[config.mk]
export PLATFORM = sky130hd
export DESIGN_NAME = bias_fetch_ctrl
export DESIGN_NICKNAME = d
export VERILOG_FILES = /design/src/rtl/bias_ctrl_pkg.sv /design/src/rtl/bias_skid_fifo.sv /design/src/rtl/bias_fetch_ctrl.sv
export SDC_FILE = /design/constraint.sdc
export NUM_CORES = 1
export LEC_CHECK = 0
export ABC_AREA = 0
export CORE_UTILIZATION = 30
export CTS_CLUSTER_SIZE = 28
export DETAILED_ROUTE_END_ITERATION = 10
export SLEW_MARGIN = 20
export SYNTH_ARGS = -nofsm -noshare
export SYNTH_HDL_FRONTEND = slang
export SYNTH_HIERARCHICAL = 1
export SYNTH_SLANG_ARGS = --single-unit
[constraint.sdc]
create_clock -name clk -period 8.8 [get_ports clk]
set_input_delay 1.76 -clock clk [delete_from_list [all_inputs] [get_ports clk]]
set_output_delay 1.76 -clock clk [all_outputs]
set_load 0.01 [all_outputs]
[src/rtl/bias_ctrl_pkg.sv]
// rtl/bias_ctrl_pkg.sv - shared constants and FSM state type for the bias fetch controller
package bias_ctrl_pkg;

  localparam int ADDR_W = 9;
  localparam int LANES  = 6;
  localparam int BIAS_W = 18;
  localparam int CNT_W  = 10;
  localparam int WORD_W = LANES * BIAS_W;

  typedef enum logic [1:0] {
    IDLE  = 2'd0,
    FETCH = 2'd1,
    DRAIN = 2'd2,
    DONE  = 2'd3
  } state_e;

endpackage

[src/rtl/bias_skid_fifo.sv]
// rtl/bias_skid_fifo.sv - 2-entry FIFO carrying {last, data} between bias RAM and accumulator
module bias_skid_fifo
  import bias_ctrl_pkg::*;
(
  input  logic            clk,
  input  logic            rst,
  input  logic            push,
  input  logic [WORD_W:0] push_data,
  input  logic            pop,
  output logic [WORD_W:0] pop_data,
  output logic            full,
  output logic            empty,
  output logic [1:0]      occupancy
);

  logic [WORD_W:0] mem0_q, mem0_d;
  logic [WORD_W:0] mem1_q, mem1_d;
  logic            wr_ptr_q, wr_ptr_d;
  logic            rd_ptr_q, rd_ptr_d;
  logic [1:0]      occ_q, occ_d;
  logic            push_ok;
  logic            pop_ok;

  assign full      = (occ_q == 2'd2);
  assign empty     = (occ_q == 2'd0);
  assign occupancy = occ_q;
  assign pop_data  = rd_ptr_q ? mem1_q : mem0_q;

  // a push into a full FIFO is accepted only when the head leaves in the same cycle
  assign push_ok = push && (!full || pop);
  assign pop_ok  = pop && !empty;

  // next-state for storage, pointers and occupancy
  always_comb begin
    mem0_d   = mem0_q;
    mem1_d   = mem1_q;
    wr_ptr_d = wr_ptr_q;
    rd_ptr_d = rd_ptr_q;
    occ_d    = occ_q;
    if (push_ok) begin
      if (wr_ptr_q) mem1_d = push_data;
      else          mem0_d = push_data;
      wr_ptr_d = ~wr_ptr_q;
    end
    if (pop_ok) begin
      rd_ptr_d = ~rd_ptr_q;
    end
    case ({push_ok, pop_ok})
      2'b10:   occ_d = occ_q + 2'd1;
      2'b01:   occ_d = occ_q - 2'd1;
      default: occ_d = occ_q;
    endcase
  end

  // storage and pointer registers
  always_ff @(posedge clk or posedge rst) begin
    if (rst) begin
      mem0_q   <= '0;
      mem1_q   <= '0;
      wr_ptr_q <= 1'b0;
      rd_ptr_q <= 1'b0;
      occ_q    <= 2'd0;
    end else begin
      mem0_q   <= mem0_d;
      mem1_q   <= mem1_d;
      wr_ptr_q <= wr_ptr_d;
      rd_ptr_q <= rd_ptr_d;
      occ_q    <= occ_d;
    end
  end

endmodule

[src/rtl/bias_fetch_ctrl.sv]
// rtl/bias_fetch_ctrl.sv - fetches a run of bias RAM words and streams them to the accumulator
module bias_fetch_ctrl
  import bias_ctrl_pkg::*;
(
  input  logic              clk,
  input  logic              rst,
  input  logic              start,
  input  logic [ADDR_W-1:0] base_addr,
  input  logic [CNT_W-1:0]  num_groups,
  output logic              busy,
  output logic              done,
  output logic              err,
  output logic [ADDR_W-1:0] ram_addr,
  input  logic [WORD_W-1:0] ram_rdata,
  output logic              bias_valid,
  input  logic              bias_ready,
  output logic [WORD_W-1:0] bias_data,
  output logic              bias_last
);

  state_e            state_q, state_d;
  logic [ADDR_W-1:0] ram_addr_q, ram_addr_d;
  logic [CNT_W-1:0]  remaining_q, remaining_d;
  logic              inflight_q, inflight_d;
  logic              inflight_last_q, inflight_last_d;
  logic              err_q, err_d;

  logic              issue;
  logic              pop;
  logic              last_issue;
  logic [2:0]        room_sum;
  logic [WORD_W:0]   fifo_head;
  logic              fifo_full;
  logic              fifo_empty;
  logic [1:0]        fifo_occ;

  assign bias_valid = !fifo_empty;
  assign bias_data  = fifo_head[WORD_W-1:0];
  assign bias_last  = !fifo_empty && fifo_head[WORD_W];
  assign pop        = bias_valid && bias_ready;
  assign ram_addr   = ram_addr_q;
  assign err        = err_q;
  assign last_issue = (remaining_q == CNT_W'(1));

  // slots committed after this cycle: stored words plus the read returning now, minus the word leaving
  assign room_sum = {1'b0, fifo_occ} + {2'b00, inflight_q} - {2'b00, pop};

  // state register
  always_ff @(posedge clk or posedge rst) begin
    if (rst) state_q <= IDLE;
    else     state_q <= state_d;
  end

  // next-state logic
  always_comb begin
    state_d = state_q;
    case (state_q)
      IDLE:    if (start && (num_groups != '0)) state_d = FETCH;
      FETCH:   if (issue && last_issue) state_d = DRAIN;
      DRAIN:   if (pop && fifo_head[WORD_W]) state_d = DONE;
      DONE:    state_d = IDLE;
      default: state_d = IDLE;
    endcase
  end

  // FSM outputs; the full-without-pop guard is redundant with room_sum but keeps the FIFO safe on its own
  always_comb begin
    busy  = (state_q == FETCH) || (state_q == DRAIN);
    done  = (state_q == DONE);
    issue = (state_q == FETCH) && (room_sum < 3'd2) && !(fifo_full && !pop);
  end

  // address, count and read-pipeline next values; the address is pre-advanced so it is ready for the next issue
  always_comb begin
    ram_addr_d      = ram_addr_q;
    remaining_d     = remaining_q;
    inflight_d      = issue;
    inflight_last_d = issue && last_issue;
    err_d           = 1'b0;
    if ((state_q == IDLE) && start) begin
      if (num_groups != '0) begin
        ram_addr_d  = base_addr;
        remaining_d = num_groups;
      end else begin
        err_d = 1'b1;
      end
    end
    if (issue) begin
      remaining_d = remaining_q - CNT_W'(1);
      if (!last_issue) ram_addr_d = ram_addr_q + ADDR_W'(1);
    end
  end

  // datapath registers
  always_ff @(posedge clk or posedge rst) begin
    if (rst) begin
      ram_addr_q      <= '0;
      remaining_q     <= '0;
      inflight_q      <= 1'b0;
      inflight_last_q <= 1'b0;
      err_q           <= 1'b0;
    end else begin
      ram_addr_q      <= ram_addr_d;
      remaining_q     <= remaining_d;
      inflight_q      <= inflight_d;
      inflight_last_q <= inflight_last_d;
      err_q           <= err_d;
    end
  end

  bias_skid_fifo u_fifo (
    .clk       (clk),
    .rst       (rst),
    .push      (inflight_q),
    .push_data ({inflight_last_q, ram_rdata}),
    .pop       (pop),
    .pop_data  (fifo_head),
    .full      (fifo_full),
    .empty     (fifo_empty),
    .occupancy (fifo_occ)
  );

endmodule

==> results.sh, run 1 <==
export IMPL_grtUsageTotal_pct=13.9
export IMPL_cp_arrival_ns=3.30
export IMPL_cts_resized=0
export IMPL_via_per_inst=4.69
export IMPL_gp_congestion=0.833
export IMPL_cts_tree="built"
export IMPL_fin_crit_ns=5.06
export IMPL_drive_above_1_share_pct=37.4
export IMPL_die_area_um2=37900
export IMPL_area_delta_synth_final_pct=34.7
export IMPL_cts_htree_levels=1
export IMPL_wl_per_cell_um=17.4
export IMPL_synth_xor_area_share_pct=0.471
export IMPL_grt_pass1_wl_um=42400
export IMPL_crit_fanout=68
export IMPL_synth_distinct_cells=54
export IMPL_slew_limit_headroom_pct=30.9
export IMPL_critPathKind="reg2out"
export IMPL_grt_busiest_layer="met2"
export IMPL_synthMuxAreaShare_pct=33.5
export IMPL_avgSynthCellArea_um2=14.3
export IMPL_cts_setup_buffers=0
export IMPL_clk_pin_slew_worst_paths_ns=0.06
export IMPL_synth_top_flop_cell="dfrtp_1"
export IMPL_synth_nets=920
export IMPL_n_fill_cell=3418
export IMPL_p_leak_nw=6.16
export IMPL_dp_hpwl_um=16900
export IMPL_totalWireLength_um=26400
export IMPL_fp_dieW_um=195
export IMPL_port_buffers=252
export IMPL_syn_area_um2=11200
export IMPL_mostFrequentLayoutCells="mux2_2, clkdlybuf4s50_1, dfrtp_1, clkbuf_16, nor2_1"
export IMPL_start_util_pct=30.5
export IMPL_dp_cells=1467
export IMPL_finalCritPeriodShare_pct=57.5
export IMPL_core_area_um2=36600
export IMPL_power_density_nw_per_um2=384
export IMPL_synth_warning_count=6
export IMPL_drt_first_pass_iters=4
export IMPL_first_global_vias=7584
export IMPL_slew_viol_final=0
export IMPL_synth_edff_count=0
export IMPL_io_pins=253
export IMPL_grt_ovfl_total=0
export IMPL_vias=7122
export IMPL_synth_seq_cells=246
export IMPL_worst_pin_slew_ns=1.04
export IMPL_root_buffer="clkbuf_16"
export IMPL_synth_top_family_by_area="multiplexers"
export IMPL_yosysSeqAreaShare_pct=55.2
export IMPL_cp_start_kind="register"
export IMPL_grt_max_degree=93
export IMPL_final_common_cell="mux2_2"
export IMPL_route_detailed_drc=0
export IMPL_fp_row_count=70
export IMPL_cap_violations=0
export IMPL_synth_simple_gate_area_share_pct=4.28
export IMPL_cp_end_kind="primary output"
export IMPL_hold_viol=0
export IMPL_hold_class="reg2reg"
export IMPL_met2_usage_pct=22.2
export IMPL_setup_violations=0
export IMPL_synthCells=779
export IMPL_worst_slack_ns=3.74
export IMPL_synth_adder_area_share_pct=1.19
export IMPL_ir_drop_uv=157
export IMPL_finalClockSkew_ns=0.0153
export IMPL_synthArstFlopShare_pct=100
export IMPL_drt_iter0_drc=240
export IMPL_final_instance_count_excl_fill=1518
export IMPL_crit_required_ns=7.04
export IMPL_diodes=0
export IMPL_synth_compound_area_share_pct=2.88
export IMPL_finalNetCount=1171
export IMPL_setup_tns_ns=0
export IMPL_cts_hold_buf=0
export IMPL_status="finished, final reports clean"
export IMPL_antenna_left=0
export IMPL_place_ws_ns=3.71
export IMPL_cts_sinks=246
export IMPL_use_met1_pct=18.6
export IMPL_grtUsageMet3_pct=3.78
export IMPL_antenna_found_initial=0
export IMPL_grt_setup_unrepaired="no"
export IMPL_cts_buffers=29
export IMPL_clk_path_buf_depth=3
export IMPL_clk_latency_ns=0.55
export IMPL_die_h_um=195
export IMPL_max_freq_mhz=198
area by class of cell:
type                       instances  area [um2]  share of cell area, %
clock buffer                      41         831                   5.53
clock inverter                    10        56.3                  0.375
inverter                          18        76.3                  0.508
multi-input combinational        476        4720                   31.4
sequential                       246        6160                   41.0
tap                              468         586                   3.90
timing repair buffer             259        2590                   17.2
sequential cells by signal, indices dropped and copies added, names as in the netlist:
| signal | cells |
|---|---|
| ram_addr | 9 |
| state_q | 2 |
| inflight_last_q | 1 |
| remaining_q | 10 |
| u_fifo/rd_ptr_q | 1 |
| inflight_q | 1 |
| u_fifo/wr_ptr_q | 1 |
| err | 1 |
| u_fifo/occupancy | 2 |
| u_fifo/mem1_q | 109 |
| u_fifo/mem0_q | 109 |
final timing paths:
kind | from | to | depth (start not counted) | slack [ns]
max | u_fifo/rd_ptr_q | bias_data[63] | 3 | 3.74
min | u_fifo/mem1_q[97] | u_fifo/mem1_q[97] | 1 | 0.50
max reg2reg | u_fifo/occupancy[0] | state_q[1] | 12 | 5.12
min reg2reg | u_fifo/mem1_q[97] | u_fifo/mem1_q[97] | 1 | 0.50
max in group asynchronous | rst | u_fifo/mem0_q[23] | 3 | 5.71
min in group asynchronous | rst | u_fifo/mem1_q[57] | 2 | 1.70
cell usage after synthesis (2+ instances only):
master	count	area, um2
a211oi_1	5	37.5
nor2b_1	3	18.8
a31oi_1	2	12.5
o211ai_1	3	22.5
mux2_2	317	3570
ha_1	9	113
xnor2_1	3	26.3
nor2_1	23	86.3
o221a_1	2	22.5
buf_6	4	45.0
o21ai_0	6	30.0
inv_1	17	63.8
a21oi_1	12	60.1
dfrtp_1	246	6160
xor2_1	3	26.3
nor3_1	3	15.0
o21ai_1	5	25.0
nand2_1	18	67.6
clkbuf_1	7	26.3
nand4_1	2	12.5
nand2b_1	3	18.8
mux2_4	10	150
and3_1	3	18.8
a311oi_1	2	17.5
nand3_1	12	60.1
nor4_1	4	25.0
buf_2	28	140
cells by family after synthesis:
logic type | Yosys count
AO/OA/AOI/OAI | 47
multiplexers | 328
adder cells (fa/ha/maj) | 10
AND/OR/NAND/NOR | 85
flip-flops | 246
XOR/XNOR | 6
buffers and inverters | 57
worst max-delay path, stage by stage (launching register included):
cell             delay [ns]
dfrtp_4                0.86
buf_4                  0.91
mux2_2                 0.42
clkdlybuf4s50_1        0.52
stage by stage:
| stage | util [%] | hold slack (ns) | cell area [um2] | total power [mW] |
|---|---|---|---|---|
| 2_1_floorplan | - | 0.459 | 11200 | 3.53 |
| 3_3_place_gp | 38.6 | 0.483 | 14100 | 4.65 |
| 3_5_place_dp | 38.6 | 0.490 | 14100 | 4.69 |
| 4_1_cts | 41.0 | 0.503 | 15000 | 5.86 |
| 5_1_grt | 41.0 | 0.517 | 15000 | 6.13 |
| 6_report | 41.0 | 0.498 | 15000 | 5.76 |
power by group:
part,switching (mW),internal [mW],total [mW]
clock,0.465,0.652,1.12
sequential,0.338,1.68,2.02
combinational,0.990,1.64,2.63
total,1.79,3.97,5.76
layer usage:
metal  share of wire [%]  vias up
met3                 6.5       39
met1                  46     3592
met4                 2.0        0
met5                   0        -
met2                  46      193
li1                    -     3298
Note: power is estimated with default switching activity, not from simulation.
==> inputs of run 2 (changes only) <==
==> constraint.sdc (replaced) <==
create_clock -name clk -period 4.75 [get_ports clk]
set_input_delay 0.95 -clock clk [delete_from_list [all_inputs] [get_ports clk]]
set_output_delay 0.95 -clock clk [all_outputs]
set_load 0.01 [all_outputs]
==> results.sh, run 2 (synthesized netlist as in run 1, its figures left out) <==
export IMPL_clk_path_buf_depth=3
export IMPL_critical_path_max_stage_delay_ns=0.53
export IMPL_crit_start="bias_ready"
export IMPL_cts_sinks=246
export IMPL_worst_pin_slew_ns=0.957
export IMPL_max_freq_mhz=270
export IMPL_drt_iter0_drc=230
export IMPL_grt_ovfl_total=0
export IMPL_slew_limit_headroom_pct=36.1
export IMPL_vias=7156
export IMPL_slew_viol_final=0
export IMPL_status="finished, final reports clean"
export IMPL_final_common_cell="mux2_2"
export IMPL_fin_crit_ns=3.71
export IMPL_setup_violations=0
export IMPL_p_leak_nw=6.19
export IMPL_antenna_found_initial=1
export IMPL_clk_latency_ns=0.54
export IMPL_cts_setup_buffers=0
export IMPL_cts_htree_levels=1
export IMPL_cp_start_kind="primary input"
export IMPL_rrSetupSlack_ns=1.12
export IMPL_cts_hold_buf=0
export IMPL_final_util_pct=41.2
export IMPL_crit_required_ns=5.17
export IMPL_cts_buffers=28
export IMPL_critPathKind="in2reg"
export IMPL_first_global_vias=7740
export IMPL_setup_tns_ns=0
export IMPL_crit_cells=12
export IMPL_clk_pin_slew_worst_paths_ns=0.06
export IMPL_drt_first_pass_iters=4
export IMPL_die_h_um=195
export IMPL_power_density_nw_per_um2=714
export IMPL_io_pins=253
export IMPL_finalCritPeriodShare_pct=78.1
export IMPL_finalClockSkew_ns=0.0101
export IMPL_dp_hpwl_um=16600
export IMPL_route_detailed_drc=0
export IMPL_via_per_inst=4.71
export IMPL_grt_setup_unrepaired="no"
export IMPL_root_buffer="clkbuf_16"
export IMPL_area_delta_synth_final_pct=35.3
export IMPL_grt_max_degree=110
export IMPL_slowest_stage="clkdlybuf4s50_1"
export IMPL_wl_per_cell_um=17.1
export IMPL_fin_hold_ws_ns=0.500
export IMPL_r2r_start="u_fifo/occupancy[0]"
export IMPL_r2r_cells=12
export IMPL_cts_resized=0
export IMPL_largest_registers="u_fifo/mem0_q (109), u_fifo/mem1_q (109), remaining_q (10)"
export IMPL_hold_viol=0
export IMPL_mostFrequentLayoutCells="mux2_2, clkdlybuf4s50_1, dfrtp_1, clkbuf_16, nor2_1"
export IMPL_crit_fanout=17
export IMPL_fp_dieW_um=195
export IMPL_finalNetCount=1171
export IMPL_drive_above_1_share_pct=37.3
export IMPL_antenna_left=0
export IMPL_path_cells="clkdlybuf4s50_1 > nand2b_4 > inv_1 > ha_1 > nand2b_1 > fa_1 > nand2_1 > a211o_4 > clkinv_2 > nand2_2 > a222oi_1 > mux2_1"
export IMPL_cp_end_kind="register"
export IMPL_port_buffers=252
export IMPL_path_buf_inv=3
export IMPL_hold_class="reg2reg"
export IMPL_ir_drop_uv=275
export IMPL_grtUsageTotal_pct=13.7
export IMPL_critPathTopFamily="buffers and inverters"
export IMPL_gp_congestion=0.856
export IMPL_crit_end="state_q[1]"
export IMPL_grt_pass1_wl_um=42100
export IMPL_fp_row_count=70
export IMPL_start_util_pct=30.5
export IMPL_totalWireLength_um=26000
export IMPL_die_area_um2=37900
export IMPL_r2r_end="state_q[1]"
export IMPL_cts_tree="built"
export IMPL_cap_violations=0
export IMPL_cp_arrival_ns=4.13
export IMPL_core_area_um2=36600
## run 2: changes by cell type in the layout (fill, tap and decap cells not counted), sizes merged
cell    before  now
clkinv      11    5
clkbuf      41   43
bufinv       0    2
diode        0    1
buf          7    8
## run 2: routing by layer
metal | track usage [%] | share of wire, % | vias up
met4 | 3.53 | 2.3 | 0
li1 | - | - | 3314
met5 | 0 | 0 | -
met3 | 3.44 | 5.9 | 34
met2 | 22.5 | 47 | 169
met1 | 18.0 | 45 | 3639
## run 2: metrics by stage
step	worst slack [ns]	std cells	total power, mW	instance area (um2)
global placement	0.520	1468	8.62	14200
CTS	0.981	1517	11.0	15100
finish	1.04	1518	10.8	15100
global route	0.815	1517	11.5	15100
detailed placement	0.470	1468	8.69	14200
floorplan	0.904	779	6.53	11200
## run 2: worst min-delay path by stage
| stage | start | endpoint | slack (ns) | cells after the start |
|---|---|---|---|---|
| 5_1_grt | u_fifo/mem0_q[53] | u_fifo/mem0_q[53] | 0.51 | 1 |
| 3_3_place_gp | u_fifo/mem1_q[95] | u_fifo/mem1_q[95] | 0.48 | 1 |
| 3_5_place_dp | u_fifo/mem1_q[90] | u_fifo/mem1_q[90] | 0.49 | 1 |
| 2_1_floorplan | remaining_q[8] | remaining_q[8] | 0.46 | 1 |
| 4_1_cts | u_fifo/mem1_q[106] | u_fifo/mem1_q[106] | 0.50 | 1 |
| 6_report | u_fifo/mem1_q[98] | u_fifo/mem1_q[98] | 0.50 | 1 |
## run 2: cell type report
type | count | area [um2]
Inverter | 18 | 72.6
Antenna cell | 1 | 2.50
Clock buffer | 43 | 848
Tap cell | 468 | 586
Timing Repair Buffer | 260 | 2620
Sequential cell | 246 | 6160
Fill cell | 3422 | 21500
Clock inverter | 6 | 80.1
Multi-Input combinational cell | 476 | 4720
## run 2: power by group
| group | switching, mW | leakage (nW) | internal (mW) |
|---|---|---|---|
| clock | 0.846 | 0.460 | 1.32 |
| combinational | 1.84 | 2.78 | 3.04 |
| sequential | 0.613 | 2.95 | 3.12 |
| total | 3.30 | 6.19 | 7.48 |
